**config.mk**
```make
export PLATFORM = sky130hd
export DESIGN_NAME = flappy_scroll_sequencer
export DESIGN_NICKNAME = d
export VERILOG_FILES = /design/src/rtl/flappy_scroll_sequencer.sv
export SDC_FILE = /design/constraint.sdc
export NUM_CORES = 1
export LEC_CHECK = 0
export CAP_MARGIN = 25
export CORE_UTILIZATION = 45
export DETAILED_ROUTE_END_ITERATION = 7
export DONT_BUFFER_PORTS = 1
export PLACE_DENSITY_LB_ADDON = 0.05
export SLEW_MARGIN = 5
export SYNTH_ARGS = -nofsm -noshare
export SYNTH_HDL_FRONTEND = slang
export SYNTH_SLANG_ARGS = --single-unit
```
**constraint.sdc**
```tcl
create_clock -name clk -period 3.9 [get_ports clk]
set_input_delay 0.39 -clock clk [delete_from_list [all_inputs] [get_ports clk]]
set_output_delay 0.39 -clock clk [all_outputs]
set_load 0.03 [all_outputs]
```
**src/rtl/flappy_scroll_sequencer.sv**
```systemverilog
// -----------------------------------------------------------------------------
// flappy_scroll_sequencer
//
// Per-frame parallax scroll scheduler for the FlappySpace background.
// At the first blanking line (vpos == V_ACTIVE, hpos == 0) each layer's
// unsigned 4.4 speed is added to a 4-bit fractional accumulator. The whole
// pixel part of the sum is then issued as single-step advance requests to
// that layer's seed generator, one layer after another. All advancing ends
// well inside vertical blanking, so active-area walks see a stable seed.
//
// Ports
//   clk          pixel clock
//   reset        asynchronous, active-low reset
//   hpos, vpos   current raster position from the sync generator
//   pause        when high at frame start, the whole frame is skipped
//   cfg_we       speed register write strobe
//   cfg_addr     layer to write (addresses >= NUM_LAYERS are ignored)
//   cfg_data     speed, unsigned 4.4 pixels per frame
//   adv_valid    step request towards layer adv_layer
//   adv_layer    target layer of the current request
//   adv_ready    consumer accepts a step when adv_valid && adv_ready
//   busy         sequencer is working through a frame
//   frame_done   one-cycle pulse when the last layer has finished
//   frame_count  completed (non-skipped) frames, wraps 255 -> 0
//   overrun      sticky, a frame start arrived while still busy
// -----------------------------------------------------------------------------
module flappy_scroll_sequencer #(
    parameter int NUM_LAYERS = 4,
    parameter int LW         = 2,
    parameter int V_ACTIVE   = 480
) (
    input  logic          clk,
    input  logic          reset,
    input  logic [9:0]    hpos,
    input  logic [9:0]    vpos,
    input  logic          pause,
    input  logic          cfg_we,
    input  logic [2:0]    cfg_addr,
    input  logic [7:0]    cfg_data,
    output logic          adv_valid,
    output logic [LW-1:0] adv_layer,
    input  logic          adv_ready,
    output logic          busy,
    output logic          frame_done,
    output logic [7:0]    frame_count,
    output logic          overrun
);

    typedef enum logic [1:0] {
        S_IDLE  = 2'd0,
        S_ACCUM = 2'd1,
        S_STEP  = 2'd2
    } state_t;

    localparam logic [7:0]    SPEED_RST = 8'h10;
    localparam logic [LW-1:0] LAST_IDX  = LW'(NUM_LAYERS - 1);

    // Speed plus carried fraction; the 9-bit result keeps the full 0..16
    // whole-pixel range (0xFF + 0xF = 0x10E) without dropping the top bit.
    function automatic logic [8:0] accumulate(input logic [7:0] spd,
                                              input logic [3:0] fr);
        return {1'b0, spd} + {5'b0, fr};
    endfunction

    state_t        state, state_nx;
    logic [LW-1:0] idx, idx_nx;
    logic [4:0]    cnt, cnt_nx;
    logic          done_nx;
    logic          finish;

    logic [7:0]    speed [NUM_LAYERS];
    logic [3:0]    frac  [NUM_LAYERS];

    logic          frame_start;
    logic [8:0]    sum;
    logic          cfg_hit;

    assign frame_start = (vpos == 10'(V_ACTIVE)) && (hpos == 10'd0);
    assign sum         = accumulate(speed[idx], frac[idx]);
    assign cfg_hit     = cfg_we && ({29'd0, cfg_addr} < 32'(NUM_LAYERS));

    // Outputs are decoded from registered state only, so they move on edges.
    assign adv_valid = (state == S_STEP);
    assign adv_layer = idx;
    assign busy      = (state != S_IDLE);

    // ---- next-state / sequencing ----
    always_comb begin
        state_nx = state;
        idx_nx   = idx;
        cnt_nx   = cnt;
        done_nx  = 1'b0;
        finish   = 1'b0;

        case (state)
            S_IDLE: begin
                if (frame_start && !pause) begin
                    idx_nx   = '0;
                    state_nx = S_ACCUM;
                end
            end
            S_ACCUM: begin
                cnt_nx = sum[8:4];
                if (sum[8:4] == 5'd0) begin
                    finish = 1'b1;
                end else begin
                    state_nx = S_STEP;
                end
            end
            S_STEP: begin
                if (adv_ready) begin
                    cnt_nx = cnt - 5'd1;
                    if (cnt == 5'd1) begin
                        finish = 1'b1;
                    end
                end
            end
            default: begin
                state_nx = S_IDLE;
            end
        endcase

        if (finish) begin
            if (idx == LAST_IDX) begin
                state_nx = S_IDLE;
                done_nx  = 1'b1;
            end else begin
                idx_nx   = idx + 1'b1;
                state_nx = S_ACCUM;
            end
        end
    end

    // ---- control registers ----
    always_ff @(posedge clk or negedge reset) begin
        if (!reset) begin
            state       <= S_IDLE;
            idx         <= '0;
            cnt         <= '0;
            frame_done  <= 1'b0;
            frame_count <= 8'd0;
            overrun     <= 1'b0;
        end else begin
            state      <= state_nx;
            idx        <= idx_nx;
            cnt        <= cnt_nx;
            frame_done <= done_nx;
            if (done_nx) begin
                frame_count <= frame_count + 8'd1;
            end
            // A frame start landing while a sequence is in flight is dropped.
            if (frame_start && (state != S_IDLE)) begin
                overrun <= 1'b1;
            end
        end
    end

    // ---- per-layer speed and fraction registers ----
    // ACCUM reads speed[idx] combinationally, so a same-cycle write to that
    // layer lands after the read and only affects the next frame.
    always_ff @(posedge clk or negedge reset) begin
        if (!reset) begin
            for (int i = 0; i < NUM_LAYERS; i++) begin
                speed[i] <= SPEED_RST;
                frac[i]  <= 4'd0;
            end
        end else begin
            if (cfg_hit) begin
                speed[cfg_addr[LW-1:0]] <= cfg_data;
            end
            if (state == S_ACCUM) begin
                frac[idx] <= sum[3:0];
            end
        end
    end

endmodule

```
# Yosys cells after proc, flatten, opt, wreduce, memory -nomap -nowiden
# Index checks and enable logic that the tools add are counted.
totals:
  in_bits: 36
  elab_cells: 77
  regBits: 67
  out_inout_bits: 14
op_classes:
  n_addsub: 4
  n_lt_le_gt_ge: 5
  n_bitwise: 2
  eq_ne: 9
  n_reduce_logical: 14
  mux: 29
ops:
  columns: ["op", "count"]
  rows:
  - ["$bwmux 32", 1]
  - ["$mux 8", 3]
  - ["$bmux 8 s2", 1]
  - ["$bwmux 16", 1]
  - ["$demux 8 s2", 1]
  - ["$mux 2", 7]
  - ["$mux 4", 3]
  - ["$eq 10x9->1 const B", 1]
  - ["$logic_not 10->1", 1]
  - ["$pmux 5 s2", 1]
  - ["$add 8x4->9", 1]
  - ["$add 8x1->8 const B", 1]
  - ["$bmux 4 s2", 1]
  - ["$demux 4 s2", 1]
  - ["$ge 3x3->1 const B", 2]
  - ["$logic_and 1x1->1", 6]
  - ["$lt 3x1->1 const B", 2]
  - ["$mux 1", 6]
  - ["$ne 3x3->1 const B", 2]
  - ["$not 2->3", 2]
  - ["$pmux 2 s3", 1]
  - ["$eq 5x1->1 const B", 1]
  - ["$logic_not 5->1", 1]
  - ["$mux 5", 1]
  - ["other kinds (12)", 15]

# Depth between registers and ports, before layout
logic_depth:
  word_depth: 10
  ltp_mapped: 12
  mapped_depth_nobuf: 9

# Worst setup path after synthesis
# OpenSTA, ideal clock, no wires.
synth_path:
  path_type: "register to register"
  start: "register idx[0] (netlist: adv_layer[0])"
  end: "register frame_count[1]"
  setup_ps: 128
  path_stages_with_launch: 12
  path_buffers: 2
  setup_slack_ps: 179
  required_time_ps: 3772
  synth_period_minus_slack_ps: 3721
  arrival_time_ps: 3593
  path_cell_list: "dfrtp_1 buf_6 clkbuf_1 mux4_2 ha_1 fa_1 a21o_1 a21o_1 o211a_1 o22a_2 o211ai_2 mux2_1"
synth_via:
  elab_chain_cells: 9
  elab_cells_between_ends: 14
  cone_classes: "1 x add/sub; 1 x eq/ne; 10 x mux; 1 x bitwise; 1 x reduce/logical"
synth_rtl:
  columns: ["item", "line_no", "rtl"]
  rows:
  - ["start: declaration", "66", "logic [LW-1:0] idx, idx_nx;"]
  - ["start signal: assignment", "145", "idx <= idx_nx;"]
  - ["$not 2->3 (implied by the code)", "79", "assign sum = accumulate(speed[idx], frac[idx]);"]
  - ["$bmux 8 s2 or $bmux 4 s2 (tied branches)", "79", null]
  - ["$mux 8 (implied by the code) or $mux 4 (tied branches) (2 in series)", "79", null]
  - ["$add 8x4->9", "62", "return {1'b0, spd} + {5'b0, fr};"]
  - ["$logic_not 5->1", "104", "if (sum[8:4] == 5'd0) begin"]
  - ["$mux 1", "104", null]
  - ["$pmux 1 s2", "95", "case (state)"]
  - ["$mux 1 (*)", "123", "if (finish) begin"]
  - ["end signal: assignment", "149", "frame_count <= frame_count + 8'd1;"]
  - ["end: declaration", "45", "output logic [7:0] frame_count,"]
# Every way passes the cells marked *; elsewhere a longest branch is shown, timed or not. The select of a mux whose other input is x is not followed.
# A chain may end at the register's enable or synchronous reset.

# Worst setup path after layout
layout_path:
  start: "register idx[1] (netlist: adv_layer[1])"
  end: "register frame_count[7]"
# The elaborated chain is that of the path after synthesis.

==> results.json <==
{
  "required_time_of_the_critical_path_ps": 4120,
  "gpl.final_weighted_congestion": 0.7856,
  "std_cell_rows": 32,
  "htreeDepth": 3,
  "route.detailed.drc": 0,
  "core-area_um2": 7727,
  "leakage_power_summed_over_all_cells_nw": 1.677,
  "area_delta_synth_final_pct": 9.129,
  "rsz0062_at_grt": "false",
  "cp.buffers_inverters": 1,
  "synth.ff_latch_count": 67,
  "portBuffers": 0,
  "criticalPathCategory": "reg2reg",
  "irDropWorstVdd_uv": 247.9,
  "power_density_nw_per_um2": 709.9,
  "holdWs_ps": 187.9,
  "post-dp-hpwl_um": 4770,
  "fin_area_um2": 3904,
  "slew_headroom_pct": 52.39,
  "setup_violations": 0,
  "critPathCaptureType": "flip-flop",
  "final-max-slew-violation-count": 0,
  "cts_root_buf": "sky130_fd_sc_hd__clkbuf_8",
  "postCtsSetupRepairBufs": 0,
  "grt_first_pass_wirelength_um": 11670,
  "tritoncts": "built",
  "die_height_um": 91.16,
  "drive_gt1_share_pct": 31.00,
  "synth.lib_cells_used.distinct": 43,
  "worstSkewPairLatency_ps": 350,
  "nets": 348,
  "route.antenna.remaining_nets": 0,
  "number_of_clock_buffers_inserted_by_tritoncts": 9,
  "antenna_found_initial": 0,
  "detailedRoute.firstIterationViolations": 70,
  "timing.final.hold_violations": 0,
  "via_per_inst": 5.699,
  "min-delay-path-class": "in2reg",
  "antenna_cells": 0,
  "clockBufferDepth": 2,
  "floorplan.initialDensity_pct": 46.29,
  "skew_ps": 8.452,
  "path_max_fanout": 13,
  "synth_nets": 340,
  "numClockSinks": 67,
  "worst_endpoint_data_arrival_time_ps": 3630,
  "critPathSlowestCell": "sky130_fd_sc_hd__dfrtp_1",
  "maximum_number_of_pins_on_one_net_before_global_route_repair": 68,
  "global_route.overflow_total": 0,
  "die_footprint_um2": 8310,
  "netlist_area_um2": 3577,
  "grt.total_usage_pct": 18.56,
  "worstPathCellList": "mux4_2 -> ha_1 -> a211oi_1 -> o21bai_1 -> a2111oi_1 -> o22a_2 -> buf_4 -> o2111ai_2 -> xnor2_1",
  "die-width_um": 91.16,
  "syn_area_per_cell_um2": 12.42,
  "start_kind": "flip-flop",
  "clk_pin_slew_worst_paths_ps": 80,
  "num-fill-cells": 658,
  "post-route-period-util_pct": 87.48,
  "synth_cells": 288,
  "drv_cap": 0,
  "floorplan.io_pins": 50,
  "detailed_place.area_um2": 3697,
  "critPathMaxStageDelay_ps": 700,
  "vias": 2291,
  "seq_area_frac_synth_pct": 47.01,
  "timing.final.crit_period_ps": 3412,
  "final.setup.tns_ps": 0,
  "outcome": "finished, final reports clean",
  "vias_in_the_first_global_route": 2408,
  "drt-pass1-iter-count": 4,
  "worstMarginPinSlew_ps": 711.0,
  "timing.fmax_mhz": 293.1,
  "drt-wirelength-per-cell_um": 17.03,
  "ys.warnings.count": 0,
  "post-layout-total-power_w": 0.002771,
  "detail_route.wirelength_um": 6847,
  "critPathTopFamily": "compound AO/OA/AOI/OAI gates"
}
[final timing paths]
kind / start / to / slack (ps) / cells past startpoint
worst max register to register: adv_layer[1] / frame_count[7] / 490 / 9
min in group asynchronous: reset / overrun / 640 / 2
worst min register to register: frac[6] / frac[6] / 480 / 2
worst max-delay path: adv_layer[1] / frame_count[7] / 490 / 9
worst min-delay path: cfg_data[1] / speed[25] / 190 / 1
max in group asynchronous: reset / speed[12] / 2950 / 2
[layout make-up]
type | count | area (um^2) | area share [%]
tap | 102 | 127.6 | 3.269
timing repair buffer | 9 | 90.09 | 2.308
inverter | 11 | 41.29 | 1.058
multi-input combinational | 198 | 1794 | 45.96
sequential | 67 | 1683 | 43.11
clock buffer | 10 | 137.6 | 3.526
clock inverter | 5 | 30.03 | 0.7692
[state kept, by name, indices dropped and copies added, names as in the netlist]
name	cells
adv_layer	2
frame_done	1
cnt	5
overrun	1
frac	16
frame_count	8
speed	32
state	2
[metal layers]
metal	global-route usage, %	up-vias	wire (um)
li1	-	1078	-
met3	4.858	10	273
met4	7.937	0	119
met2	29.73	54	3228
met1	23.81	1149	3226
met5	0	-	0
[where the power goes]
| group | leakage [nW] | switching (W) | internal (W) |
|---|---|---|---|
| Sequential | 0.833 | 0.000125 | 0.000892 |
| Combinational | 0.760 | 0.000669 | 0.000581 |
| Clock | 0.0839 | 0.000264 | 0.000241 |
[cell usage in the layout (no fill, tap or decap), types with 3 or more instances in the layout]
cell type | netlist | final
sky130_fd_sc_hd__dfstp_2 | 4 | 4
sky130_fd_sc_hd__nor2_1 | 16 | 16
sky130_fd_sc_hd__clkinv_2 | 0 | 3
sky130_fd_sc_hd__mux4_2 | 12 | 12
sky130_fd_sc_hd__o21ai_0 | 8 | 8
sky130_fd_sc_hd__xnor2_1 | 11 | 11
sky130_fd_sc_hd__a211oi_1 | 3 | 3
sky130_fd_sc_hd__mux2_2 | 44 | 44
sky130_fd_sc_hd__nand3_1 | 8 | 8
sky130_fd_sc_hd__nand2_1 | 17 | 17
sky130_fd_sc_hd__dfrtp_1 | 63 | 62
sky130_fd_sc_hd__inv_1 | 11 | 11
sky130_fd_sc_hd__xor2_1 | 3 | 3
sky130_fd_sc_hd__nand4_1 | 6 | 6
sky130_fd_sc_hd__clkbuf_8 | 0 | 10
sky130_fd_sc_hd__ha_1 | 15 | 15
sky130_fd_sc_hd__a21oi_1 | 10 | 10
sky130_fd_sc_hd__buf_4 | 0 | 7
sky130_fd_sc_hd__o21ai_1 | 6 | 6
sky130_fd_sc_hd__a21o_1 | 5 | 5
sky130_fd_sc_hd__nor4bb_1 | 3 | 3
[kinds of logic (layout without fill, tap and decap cells)]
family	after synthesis	after routing	share of synthesized area (%)
fa+ha+maj	16	16	5.806
compound gates	47	47	9.130
mux	59	59	22.28
xor+xnor	14	14	3.428
flops	67	67	47.01
simple gates	62	62	9.514
buf+inv	23	35	2.833
[stage by stage]
step                      std cells  utilization, %  worst slack, ps
final                           402           50.52            488.2
after global routing            402           50.52            162.5
after CTS                       402           50.50            314.8
after detailed placement        385           47.85            361.4
after global placement          385           47.85            459.2
after floorplan                 288               -            179.3
[cell usage after synthesis (all sizes together)]
cell      n  area, um^2
a211oi    3       22.52
dfstp     4       105.1
or3       1       6.260
o2111ai   2       30.03
buf       2       22.52
a2111oi   1       10.01
inv      11       41.29
nand2    17       63.81
nand4     6       37.54
o21ai    15       78.83
nor4      2       12.51
a31oi     1       6.260
clkbuf   10       37.54
and3b     1       8.760
o21bai    1       7.510
o22ai     2       12.51
o21a      1       7.510
nor3      1       5.000
a21oi    10       50.05
o22a      1       10.01
mux2i     2       20.02
nor2     16       60.06
nor4bb    3       30.03
nand3     8       40.04
nor4b     4       47.55
a311oi    1       8.760
mux2     45       506.7
fa        1       20.02
or4       1       7.510
nor3b     1       12.51
xnor2    11       96.34
xor2      3       26.28
mux4     12       270.3
o211ai    2       25.02
o211a     2       20.02
a21o      5       37.54
dfrtp    63        1577
ha       15       187.7
nand4b    1       8.760
[repair_timing]
| action | 4_1_cts | 5_1_grt |
|---|---|---|
| resized for setup | 0 | 1 |
| hold endpoints to repair | 67 | 0 |
| hold buffers | 2 | 0 |
| endpoints found under the setup margin | 0 | 1 |
[worst register-to-register path: cells and delay by family, from the launching register on]
family | cells | cell delay [ps]
muxes | 1 | 450
AOI/OAI and AO/OA | 5 | 1480
adders and majority gates | 1 | 330
buffers and inverters | 1 | 170
DFF | 1 | 700
xor gates and xnor gates | 1 | 150
(Power assumes the default switching activity.)
